<file path="config.mk">
export PLATFORM = sky130hd
export DESIGN_NAME = password_lock_ctrl
export DESIGN_NICKNAME = d
export VERILOG_FILES = /design/src/rtl/password_lock_ctrl.sv
export SDC_FILE = /design/constraint.sdc
export NUM_CORES = 1
export LEC_CHECK = 0
export ABC_AREA = 1
export CORE_AREA = 2 2 125 127
export CTS_BUF_LIST = sky130_fd_sc_hd__clkbuf_4
export CTS_CLUSTER_DIAMETER = 120
export DETAILED_ROUTE_END_ITERATION = 6
export DIE_AREA = 0 0 127 129
export DONT_BUFFER_PORTS = 1
export PLACE_DENSITY = 0.75
export SKIP_CTS_REPAIR_TIMING = 1
export SLEW_MARGIN = 0
export SYNTH_ARGS = -nofsm -noshare
export SYNTH_HDL_FRONTEND = slang
export SYNTH_SLANG_ARGS = --single-unit
</file>
<file path="constraint.sdc">
create_clock -name clk -period 3.3 [get_ports clk]
set_input_delay 0.495 -clock clk [delete_from_list [all_inputs] [get_ports clk]]
set_output_delay 0.495 -clock clk [all_outputs]
set_load 0.005 [all_outputs]
</file>
<file path="src/rtl/password_lock_ctrl.sv">
// Keypad password lock: BCD entry/edit, password check with retry lockout,
// password change mode and a three-tone square-wave buzzer.
module password_lock_ctrl #(
    parameter int                  DIGITS     = 3,
    parameter int                  MAX_TRIES  = 3,
    parameter int                  LOCK_SECS  = 20,
    parameter int                  SEC_CYCLES = 50_000_000,
    parameter logic [4*DIGITS-1:0] INIT_CODE  = (4*DIGITS)'(12'h246),
    parameter int                  HP_KEY     = 50000,
    parameter int                  HP_OK      = 25000,
    parameter int                  HP_FAIL    = 100000
) (
    input  logic                         clk,
    input  logic                         rst_n,
    input  logic [15:0]                  onehot,
    output logic [4*DIGITS-1:0]          binary,
    output logic [$clog2(DIGITS+1)-1:0]  times,
    output logic [3:0]                   tries,
    output logic [1:0]                   mode,
    output logic                         buzzer
);

    localparam int W        = 4*DIGITS;
    localparam int TW       = $clog2(DIGITS+1);
    localparam int SW       = $clog2(SEC_CYCLES+1);
    localparam int KEY_LEN  = SEC_CYCLES/5;
    localparam int OK_LEN   = 3*SEC_CYCLES/5;
    localparam int FSEG     = SEC_CYCLES/10;
    localparam int FAIL_LEN = 3*FSEG;
    localparam int DW       = $clog2(OK_LEN+1);
    localparam int HP_MAX   = (HP_FAIL > HP_KEY) ? ((HP_FAIL > HP_OK) ? HP_FAIL : HP_OK)
                                                 : ((HP_KEY > HP_OK) ? HP_KEY : HP_OK);
    localparam int HW       = $clog2(HP_MAX+1);

    localparam logic [W-1:0] ALL_F    = {DIGITS{4'hF}};
    localparam logic [W-1:0] ALL_D    = {DIGITS{4'hD}};
    localparam logic [7:0]   LOCK_BCD = 8'((LOCK_SECS/10)*16 + LOCK_SECS%10);

    localparam logic [3:0] K_ENTER = 4'd10;
    localparam logic [3:0] K_SET   = 4'd11;
    localparam logic [3:0] K_CLEAR = 4'd12;
    localparam logic [3:0] K_BACK  = 4'd13;

    // "PASS" rendered as A,B,C,C, left-aligned; longer displays are padded with A on the left.
    function automatic logic [W-1:0] pass_pat();
        logic [W-1:0] p;
        int           k;
        p = '0;
        for (int i = 0; i < DIGITS; i++) begin
            k = i - ((DIGITS > 4) ? DIGITS-4 : 0);
            p[4*(DIGITS-1-i) +: 4] = (k <= 0) ? 4'hA : (k == 1) ? 4'hB : 4'hC;
        end
        return p;
    endfunction

    localparam logic [W-1:0] PASS_PAT = pass_pat();

    typedef enum logic [1:0] {M_ENTRY = 2'b00, M_SET = 2'b01, M_PASS = 2'b10, M_LOCK = 2'b11} mode_e;
    // Encoding order doubles as priority order.
    typedef enum logic [1:0] {S_NONE = 2'd0, S_KEY = 2'd1, S_OK = 2'd2, S_FAIL = 2'd3} snd_e;

    mode_e           mode_q, mode_d;
    logic [W-1:0]    bin_q, bin_d;
    logic [W-1:0]    secret_q, secret_d;
    logic [TW-1:0]   times_q, times_d;
    logic [3:0]      tries_q, tries_d;
    logic [7:0]      cd_q, cd_d;
    logic [SW-1:0]   sec_q, sec_d;
    logic [15:0]     prev_q, prev_d;
    logic            armed_q, armed_d;
    logic            key_vld_q, key_vld_d;
    logic [3:0]      key_q, key_d;
    snd_e            snd_q, snd_d, snd_req;
    logic [DW-1:0]   dur_q, dur_d, snd_last;
    logic [HW-1:0]   hp_q, hp_d, hp_last;
    logic            buzz_q, buzz_d;

    logic            dec_ok;
    logic [3:0]      dec_code;

    always_comb begin
        dec_ok   = 1'b1;
        dec_code = 4'd0;
        case (onehot)
            16'h0008: dec_code = 4'd0;
            16'h0080: dec_code = 4'd1;
            16'h0040: dec_code = 4'd2;
            16'h0020: dec_code = 4'd3;
            16'h0800: dec_code = 4'd4;
            16'h0400: dec_code = 4'd5;
            16'h0200: dec_code = 4'd6;
            16'h8000: dec_code = 4'd7;
            16'h4000: dec_code = 4'd8;
            16'h2000: dec_code = 4'd9;
            16'h0001: dec_code = K_ENTER;
            16'h0010: dec_code = K_SET;
            16'h0100: dec_code = K_CLEAR;
            16'h1000: dec_code = K_BACK;
            default:  dec_ok   = 1'b0;
        endcase
    end

    always_ff @(posedge clk or negedge rst_n) begin
        if (!rst_n) begin
            mode_q    <= M_ENTRY;
            bin_q     <= ALL_F;
            secret_q  <= INIT_CODE;
            times_q   <= '0;
            tries_q   <= '0;
            cd_q      <= '0;
            sec_q     <= '0;
            prev_q    <= '0;
            armed_q   <= 1'b0;
            key_vld_q <= 1'b0;
            key_q     <= '0;
            snd_q     <= S_NONE;
            dur_q     <= '0;
            hp_q      <= '0;
            buzz_q    <= 1'b0;
        end else begin
            mode_q    <= mode_d;
            bin_q     <= bin_d;
            secret_q  <= secret_d;
            times_q   <= times_d;
            tries_q   <= tries_d;
            cd_q      <= cd_d;
            sec_q     <= sec_d;
            prev_q    <= prev_d;
            armed_q   <= armed_d;
            key_vld_q <= key_vld_d;
            key_q     <= key_d;
            snd_q     <= snd_d;
            dur_q     <= dur_d;
            hp_q      <= hp_d;
            buzz_q    <= buzz_d;
        end
    end

    always_comb begin
        snd_last = '0;
        hp_last  = '0;
        case (snd_q)
            S_KEY:   begin snd_last = DW'(KEY_LEN-1);  hp_last = HW'(HP_KEY-1);  end
            S_OK:    begin snd_last = DW'(OK_LEN-1);   hp_last = HW'(HP_OK-1);   end
            S_FAIL:  begin snd_last = DW'(FAIL_LEN-1); hp_last = HW'(HP_FAIL-1); end
            default: ;
        endcase
    end

    always_comb begin
        mode_d    = mode_q;
        bin_d     = bin_q;
        secret_d  = secret_q;
        times_d   = times_q;
        tries_d   = tries_q;
        cd_d      = cd_q;
        sec_d     = sec_q;
        snd_req   = S_NONE;
        // armed_q clears on reset so a key held through reset needs a fresh release first.
        prev_d    = onehot;
        armed_d   = (onehot == 16'h0000);
        key_vld_d = armed_q && (prev_q == 16'h0000) && dec_ok;
        key_d     = dec_code;

        if (mode_q == M_LOCK) begin
            if (sec_q == SW'(SEC_CYCLES-1)) begin
                sec_d = '0;
                if (cd_q == 8'h00) begin
                    mode_d  = M_ENTRY;
                    bin_d   = ALL_F;
                    times_d = '0;
                end else begin
                    cd_d       = (cd_q[3:0] == 4'd0) ? {cd_q[7:4] - 4'd1, 4'd9}
                                                     : {cd_q[7:4], cd_q[3:0] - 4'd1};
                    bin_d      = ALL_F;
                    bin_d[7:0] = cd_d;
                end
            end else begin
                sec_d = sec_q + 1'b1;
            end
        end else if (key_vld_q) begin
            case (key_q)
                K_ENTER: begin
                    if (times_q == TW'(DIGITS) && mode_q == M_ENTRY) begin
                        if (bin_q == secret_q) begin
                            mode_d  = M_PASS;
                            bin_d   = PASS_PAT;
                            tries_d = '0;
                            snd_req = S_OK;
                        end else if (tries_q == 4'(MAX_TRIES-1)) begin
                            mode_d     = M_LOCK;
                            cd_d       = LOCK_BCD;
                            sec_d      = '0;
                            tries_d    = '0;
                            times_d    = '0;
                            bin_d      = ALL_F;
                            bin_d[7:0] = LOCK_BCD;
                            snd_req    = S_FAIL;
                        end else begin
                            tries_d = tries_q + 4'd1;
                            times_d = '0;
                            bin_d   = ALL_F;
                            snd_req = S_FAIL;
                        end
                    end else if (times_q == TW'(DIGITS) && mode_q == M_SET) begin
                        secret_d = bin_q;
                        mode_d   = M_ENTRY;
                        bin_d    = ALL_F;
                        times_d  = '0;
                        tries_d  = '0;
                        snd_req  = S_OK;
                    end
                end
                K_SET: begin
                    if (mode_q == M_ENTRY || mode_q == M_PASS) begin
                        mode_d  = M_SET;
                        bin_d   = ALL_D;
                        times_d = '0;
                        snd_req = S_KEY;
                    end
                end
                K_CLEAR: begin
                    mode_d  = M_ENTRY;
                    bin_d   = ALL_F;
                    times_d = '0;
                    tries_d = '0;
                    snd_req = S_KEY;
                end
                K_BACK: begin
                    if ((mode_q == M_ENTRY || mode_q == M_SET) && times_q != '0) begin
                        bin_d   = {(mode_q == M_SET) ? 4'hD : 4'hF, bin_q[W-1:4]};
                        times_d = times_q - 1'b1;
                        snd_req = S_KEY;
                    end
                end
                default: begin
                    if ((mode_q == M_ENTRY || mode_q == M_SET) && times_q < TW'(DIGITS)) begin
                        bin_d   = {bin_q[W-5:0], key_q};
                        times_d = times_q + 1'b1;
                        snd_req = S_KEY;
                    end
                end
            endcase
        end

        snd_d  = snd_q;
        dur_d  = dur_q;
        hp_d   = hp_q;
        buzz_d = buzz_q;
        if (snd_req != S_NONE && snd_req >= snd_q) begin
            snd_d  = snd_req;
            dur_d  = '0;
            hp_d   = '0;
            buzz_d = 1'b0;
        end else if (snd_q != S_NONE) begin
            if (dur_q == snd_last) begin
                snd_d  = S_NONE;
                dur_d  = '0;
                hp_d   = '0;
                buzz_d = 1'b0;
            end else begin
                dur_d = dur_q + 1'b1;
                if (hp_q == hp_last) begin
                    hp_d   = '0;
                    buzz_d = ~buzz_q;
                end else begin
                    hp_d = hp_q + 1'b1;
                end
            end
        end
    end

    // The FAIL tone keeps its phase running through the silent middle segment.
    always_comb begin
        binary = bin_q;
        times  = times_q;
        tries  = tries_q;
        mode   = mode_q;
        buzzer = buzz_q && !(snd_q == S_FAIL && dur_q >= DW'(FSEG) && dur_q < DW'(2*FSEG));
    end

endmodule

</file>
# ---- Word-level counts from Yosys, hierarchy flattened
# Cells that the tools add are included.
dict set report totals {
  reg_bits 133
  elab_cells 190
  in_bits 18
}
dict set report op_classes {
  n_reduce_logical 41
  magnitude_cmp 4
  bitwise_logic 3
  addsub 8
  eq_ne 40
  muxes 79
}
# operator count
set ops {}
lappend ops {{26-bit 2-to-1 mux} 7}
lappend ops {{12-bit 2-to-1 mux} 8}
lappend ops {{8-bit 2-to-1 mux} 11}
lappend ops {{25-bit 2-to-1 mux} 3}
lappend ops {{25-bit case mux with 3 select lines} 1}
lappend ops {{17-bit 2-to-1 mux} 4}
lappend ops {{4-bit case mux with 13 select lines} 1}
lappend ops {{17-bit case mux with 3 select lines} 1}
lappend ops {{2-bit 2-to-1 mux} 24}
lappend ops {{12-bit case mux with 4 select lines} 1}
lappend ops {{16-bit zero test} 2}
lappend ops {{26-bit by 1-bit adder with 26-bit output (second input constant)} 1}
lappend ops {{26-bit equality test (second input constant)} 1}
lappend ops {{25-bit by 1-bit adder with 25-bit output (second input constant)} 1}
lappend ops {{25-bit equality test} 1}
lappend ops {{25-bit by 23-bit >= comparator with 1-bit output (second input constant)} 1}
lappend ops {{25-bit by 24-bit < comparator with 1-bit output (second input constant)} 1}
lappend ops {{2-bit nonzero test} 10}
lappend ops {{17-bit by 1-bit adder with 17-bit output (second input constant)} 1}
lappend ops {{17-bit equality test} 1}
lappend ops {{16-bit by 1-bit equality test with 1-bit output (second input constant)} 1}
lappend ops {{16-bit by 10-bit equality test with 1-bit output (second input constant)} 1}
lappend ops {{16-bit by 11-bit equality test with 1-bit output (second input constant)} 1}
lappend ops {{16-bit by 12-bit equality test with 1-bit output (second input constant)} 1}
lappend ops {{49 further kinds} 90}

# ---- Depth between registers and ports, before layout
dict set report depth {
  depth_word 11
  mapped_depth 20
  mapped_depth_nobuf 18
}

# ---- Worst setup path before layout
# Ideal clock, no wire load.
dict set report synth_timing {
  path_type {register to register}
  start {register bin_q[5] (netlist: binary[5])}
  end {register dur_q[5]}
  t_arrival_ns 2.438
  t_required_ns 3.235
  period_less_slack_ns 2.503
  path_slack_ns 0.797
  n_path_buf 2
  stages_incl_launch_ff 20
  path_cell_list {dfstp_2 > inv_1 > nand2_1 > nand2_1 > nand2_1 > nor2_1 > nand3_1 > nand3_1 > nand2_1 > nand2_1 > ha_1 > o21ai_0 > nand2_1 > nand2_1 > nand2_4 > inv_4 > buf_8 > buf_12 > nand4_2 > nand2_1}
}
dict set report synth_via {
  elab_chain_len 9
  word_cells_on_any_way 11
  cone_classes {order compare (1); eq/ne (1); mux (6); reduce/logical (3)}
}
# element line_no
set synth_lines {}
lappend synth_lines {{start, declared} 63} ;# logic [W-1:0] bin_q, bin_d;
lappend synth_lines {{start signal, assigned} 122} ;# bin_q <= bin_d;
lappend synth_lines {{12-bit equality test *} 185} ;# if (bin_q == secret_q) begin
lappend synth_lines {{1-bit 2-to-1 mux *} 185}
lappend synth_lines {{2-bit 2-to-1 mux *} 184} ;# if (times_q == TW'(DIGITS) && mode_q == M_ENTRY) begin
lappend synth_lines {{2-bit case mux with 4 select lines *} 182} ;# case (key_q)
lappend synth_lines {{2-bit 2-to-1 mux *} 181} ;# end else if (key_vld_q) begin
lappend synth_lines {{2-bit 2-to-1 mux *} 165} ;# if (mode_q == M_LOCK) begin
lappend synth_lines {{2-bit >= comparator / 2-bit nonzero test (equally long branches)} 250} ;# if (snd_req != S_NONE && snd_req >= snd_q) begin
lappend synth_lines {{1-bit logical AND *} 250}
lappend synth_lines {{25-bit 2-to-1 mux / 2-bit nonzero test (equally long branches)} --}
lappend synth_lines {{end signal, assigned} 133} ;# dur_q <= dur_d;
lappend synth_lines {{end, declared} 74} ;# logic [DW-1:0] dur_q, dur_d, snd_last;
# Every way passes the cells marked *; elsewhere a longest branch is shown, timed or not.
# A chain may end at the register's enable or synchronous reset.

# ---- Final worst setup path
dict set report layout_timing {
  start {register snd_q[1]}
  end {register buzz_q}
}
dict set report layout_via {
  elab_chain_len 6
  word_cells_on_any_way 16
  cone_classes {order compare (1); eq/ne (5); mux (5); reduce/logical (5)}
}
# element line_no
set layout_lines {}
lappend layout_lines {{start, declared} 73} ;# snd_e snd_q, snd_d, snd_req;
lappend layout_lines {{start signal, assigned} 132} ;# snd_q <= snd_d;
lappend layout_lines {{2-bit equality test / 2-bit by 1-bit equality test with 1-bit output (equally long branches)} 142} ;# case (snd_q)
lappend layout_lines {{25-bit case mux with 3 select lines} 142}
lappend layout_lines {{25-bit equality test} 256} ;# if (dur_q == snd_last) begin
lappend layout_lines {{1-bit 2-to-1 mux} 256}
lappend layout_lines {{1-bit 2-to-1 mux} 255} ;# end else if (snd_q != S_NONE) begin
lappend layout_lines {{1-bit 2-to-1 mux} 250}
lappend layout_lines {{end signal, assigned} 135} ;# buzz_q <= buzz_d;
lappend layout_lines {{end, declared} 76} ;# logic buzz_q, buzz_d;
# Parallel ways exist; a longest one is shown, timed or not. The select of a mux whose other input is x is not followed.

==> summary.md <==
The run finished, with violations left. The checks that failed: negative hold slack. The worst setup path is launched from a register.

The worst hold margin came out at -0.3639 ns. TritonCTS built the clock tree. The tools report the sequential fraction of the synthesis area as 0.3763.

The number of routed nets with antenna violations was 0. The normalized max-slew margin came out at 0.3442. The tools report the initial antenna violation count as 1. The number of cells traversed by the worst register-to-register path is 13, and the number of flops mapped to enable cells by yosys is 0.

The cell with the most instances after synthesis was nand2_1. Setup violations remaining at the end of the flow were counted as 0. In this run the worst path has a maximum fanout of 15. The wire length reported by the detailed router was 22240 um; the post-route fraction of the period consumed by the critical path was 0.9024. The area share of the largest cell type after synthesis came out at 0.3291. The total of flip-flops plus latches after synthesis was 133; the area overhead of the layout relative to synthesis was 7.088%. The clock reaches the later pin of the worst-skew pair after 0.55 ns. Before antenna repair, the detailed router went through 6 iterations. Routability-driven placement finished with a final weighted congestion of 0.9839. The start-to-end type of the worst setup path was reg2reg.

Based on the critical path, the design can be clocked at up to 0.3358 GHz. The detailed router finished its first iteration with 933 violations. The data required time at the worst endpoint was 3.74 ns; the area of the placeable core was 14980 um2. The largest total area in the synthesized netlist belongs to dfrtp_1. The x dimension of the die was 127 um; the total power per unit cell area was 300.1 nW/um2. The routed layout has 8374 vias. The run gives 45 as the floorplan row count. The residual DRC count is 0.

Ranked by instance count, the synthesized netlist is headed by 310 x nand2_1, 152 x nor2_1, 138 x inv_1. Setup repair after global routing left no endpoint under its margin. The final layout contains 1287 nets.

Fraction of layout instances using a drive strength above 1: 0.08610. The root buffer cell chosen for the clock tree is clkbuf_4. Ranked by total cell area, the synthesized netlist is headed by dfrtp_1 33%, nand2_1 13%, nor2_1 6.4%. Dominant synthesized flop cell: dfrtp_1.

The endpoint identified for the worst register-to-register timing path is buzz_q. The worst register-to-register path has a setup slack of 0.32 ns. The number of clock buffers added by TritonCTS is 17. IR analysis of the VDD net gives a maximum drop of 0.2577 mV. The number of I/O pins came out at 39. The number of distinct library cells after synthesis came out at 54. The static power due to leakage was 4.278 nW; the count of clock tree sinks was 133.

The run gives 133 as the hold violation total from the final report. Type of the most critical hold path: in2async. The net count after synthesis is 1274. The clock transition at the register clock pins on the worst setup and hold paths after CTS was 0.12 ns; the largest net degree at the start of global routing was 134. In this run the critical register-to-register path is launched from snd_q[1]. The routed wire length per instance was 15.29 um; the slew at the pin closest to its max-slew limit was 0.9776 ns. The run gives 0 as the final-report max-slew violation count.

A synthesized cell averages 7.175 um2. In this run the deepest clock path goes through 2 buffers. The initial core utilization was 0.5941.

The chip height came out at 129 um. The first global-routing pass estimated 37430 um of wire. Clock skew on the completed layout was measured at 0.02313 ns. Overall power consumption after layout is estimated at 2.859 mW. The estimated wirelength of the detail-placed design was 15680 um. Endpoint kind of the worst setup timing path: a register.

The average via count per standard cell came out at 5.755. Total routing resource utilization after global routing: 0.2800. The post-synthesis async set-or-reset flop share was 1.000; the cell area after synthesis was 8897 um2. The tools report the count of maximum capacitance violations as 0. For the final total negative setup slack, the log shows 0 ns. Synthesis handed over a netlist of 1240 instances. Timing endpoint of the critical path: buzz_q. Port buffer count: 0. After global routing the overflow that remains totals 0. During synthesis, Yosys emitted a total of 0 warnings. For the finished layout, the period the worst path requires is 2.978 ns. The number of global-route vias before repair was 7644.

The signal arrival time at the worst endpoint is 3.42 ns. The critical path starts at snd_q[1]. The die covers 16380 um2. For the number of H-tree levels, the log shows 4.
-- worst min-delay path by stage --
stage	start	to	slack (ns)	depth (start not counted)
after global routing	rst_n	sec_q[22]	-0.42	0
after floorplan	rst_n	armed_q	0.20	0
after detailed placement	rst_n	secret_q[7]	0.20	0
after global placement	rst_n	secret_q[7]	0.20	0
final	rst_n	secret_q[7]	-0.36	0
after CTS	rst_n	dur_q[1]	-0.42	0
-- placed cells by master, fill, tap and decap left out, types with 18 or more instances in the layout --
| cell | netlist | routed |
|---|---|---|
| nand2_1 | 310 | 310 |
| nor2_1 | 152 | 152 |
| inv_1 | 138 | 138 |
| dfrtp_1 | 117 | 117 |
| nand3_1 | 88 | 88 |
| o21ai_0 | 57 | 57 |
| xor2_1 | 50 | 50 |
| nand4_1 | 43 | 43 |
| a21oi_1 | 41 | 41 |
| nor3_1 | 25 | 25 |
| nor4_1 | 20 | 20 |
| xnor2_1 | 18 | 18 |
| o21ai_1 | 18 | 18 |
-- routing by layer --
metal / vias to the layer above / track usage / wire, um
met5: - / 0 / 0
met4: 0 / 0.06593 / 374
met3: 43 / 0.05322 / 1358
met2: 290 / 0.4605 / 10400
met1: 3938 / 0.3873 / 10110
li1: 4103 / - / -
-- area by class of cell --
class	instances	area, um2
sequential	133	3348
timing repair buffer	29	270.3
inverter	150	574.3
tap	188	235.2
clock inverter	15	177.7
antenna	1	2.502
multi-input combinational	922	4792
clock buffer	17	127.6
fill	1378	5449
-- worst max-delay path, stage by stage (launching register included) --
cell and delay, ns:
dfrtp_1 0.51, inv_1 0.25, ha_2 0.46, inv_1 0.17, o21ai_0 0.28, inv_1 0.15
nand2_1 0.09, nand4_1 0.08, nor2_1 0.13, nand3_2 0.30, nand4_1 0.27, nand2_1 0.07
nand2_1 0.06, nand2_1 0.04
-- power breakdown --
part           total (mW)  internal (mW)  switching (mW)
registers            1.64           1.64         0.00286
logic              0.0304         0.0178          0.0126
clock network        1.19          0.528           0.658
-- cells by family after synthesis --
family | Yosys count | synth area share
buf+inv | 185 | 0.08536
fa+ha+maj | 16 | 0.02250
flops | 133 | 0.3763
xor+xnor | 68 | 0.06694
compound gates | 153 | 0.09788
simple gates | 685 | 0.3510
-- state kept, by name, indices dropped and copies added, names as in the netlist, 4 cells and up --
signal,count
sec_q,26
dur_q,25
hp_q,17
prev_q,16
binary,12
secret_q,12
cd_q,8
key_q,4
tries,4
-- through the flow --
stage | hold slack, ns | util | cell area [um2] | cells | worst slack, ns
after global routing | -0.4225 | 0.6362 | 9528 | 1455 | 0.05404
after detailed placement | 0.2020 | 0.6046 | 9055 | 1406 | 0.1582
final | -0.3639 | 0.6362 | 9528 | 1455 | 0.3222
after floorplan | 0.1994 | - | 8897 | 1240 | 0.7970
after global placement | 0.2019 | 0.6046 | 9055 | 1406 | 0.1726
after CTS | -0.4187 | 0.6250 | 9360 | 1438 | 0.1291
Power figures use the tool's default switching activity.
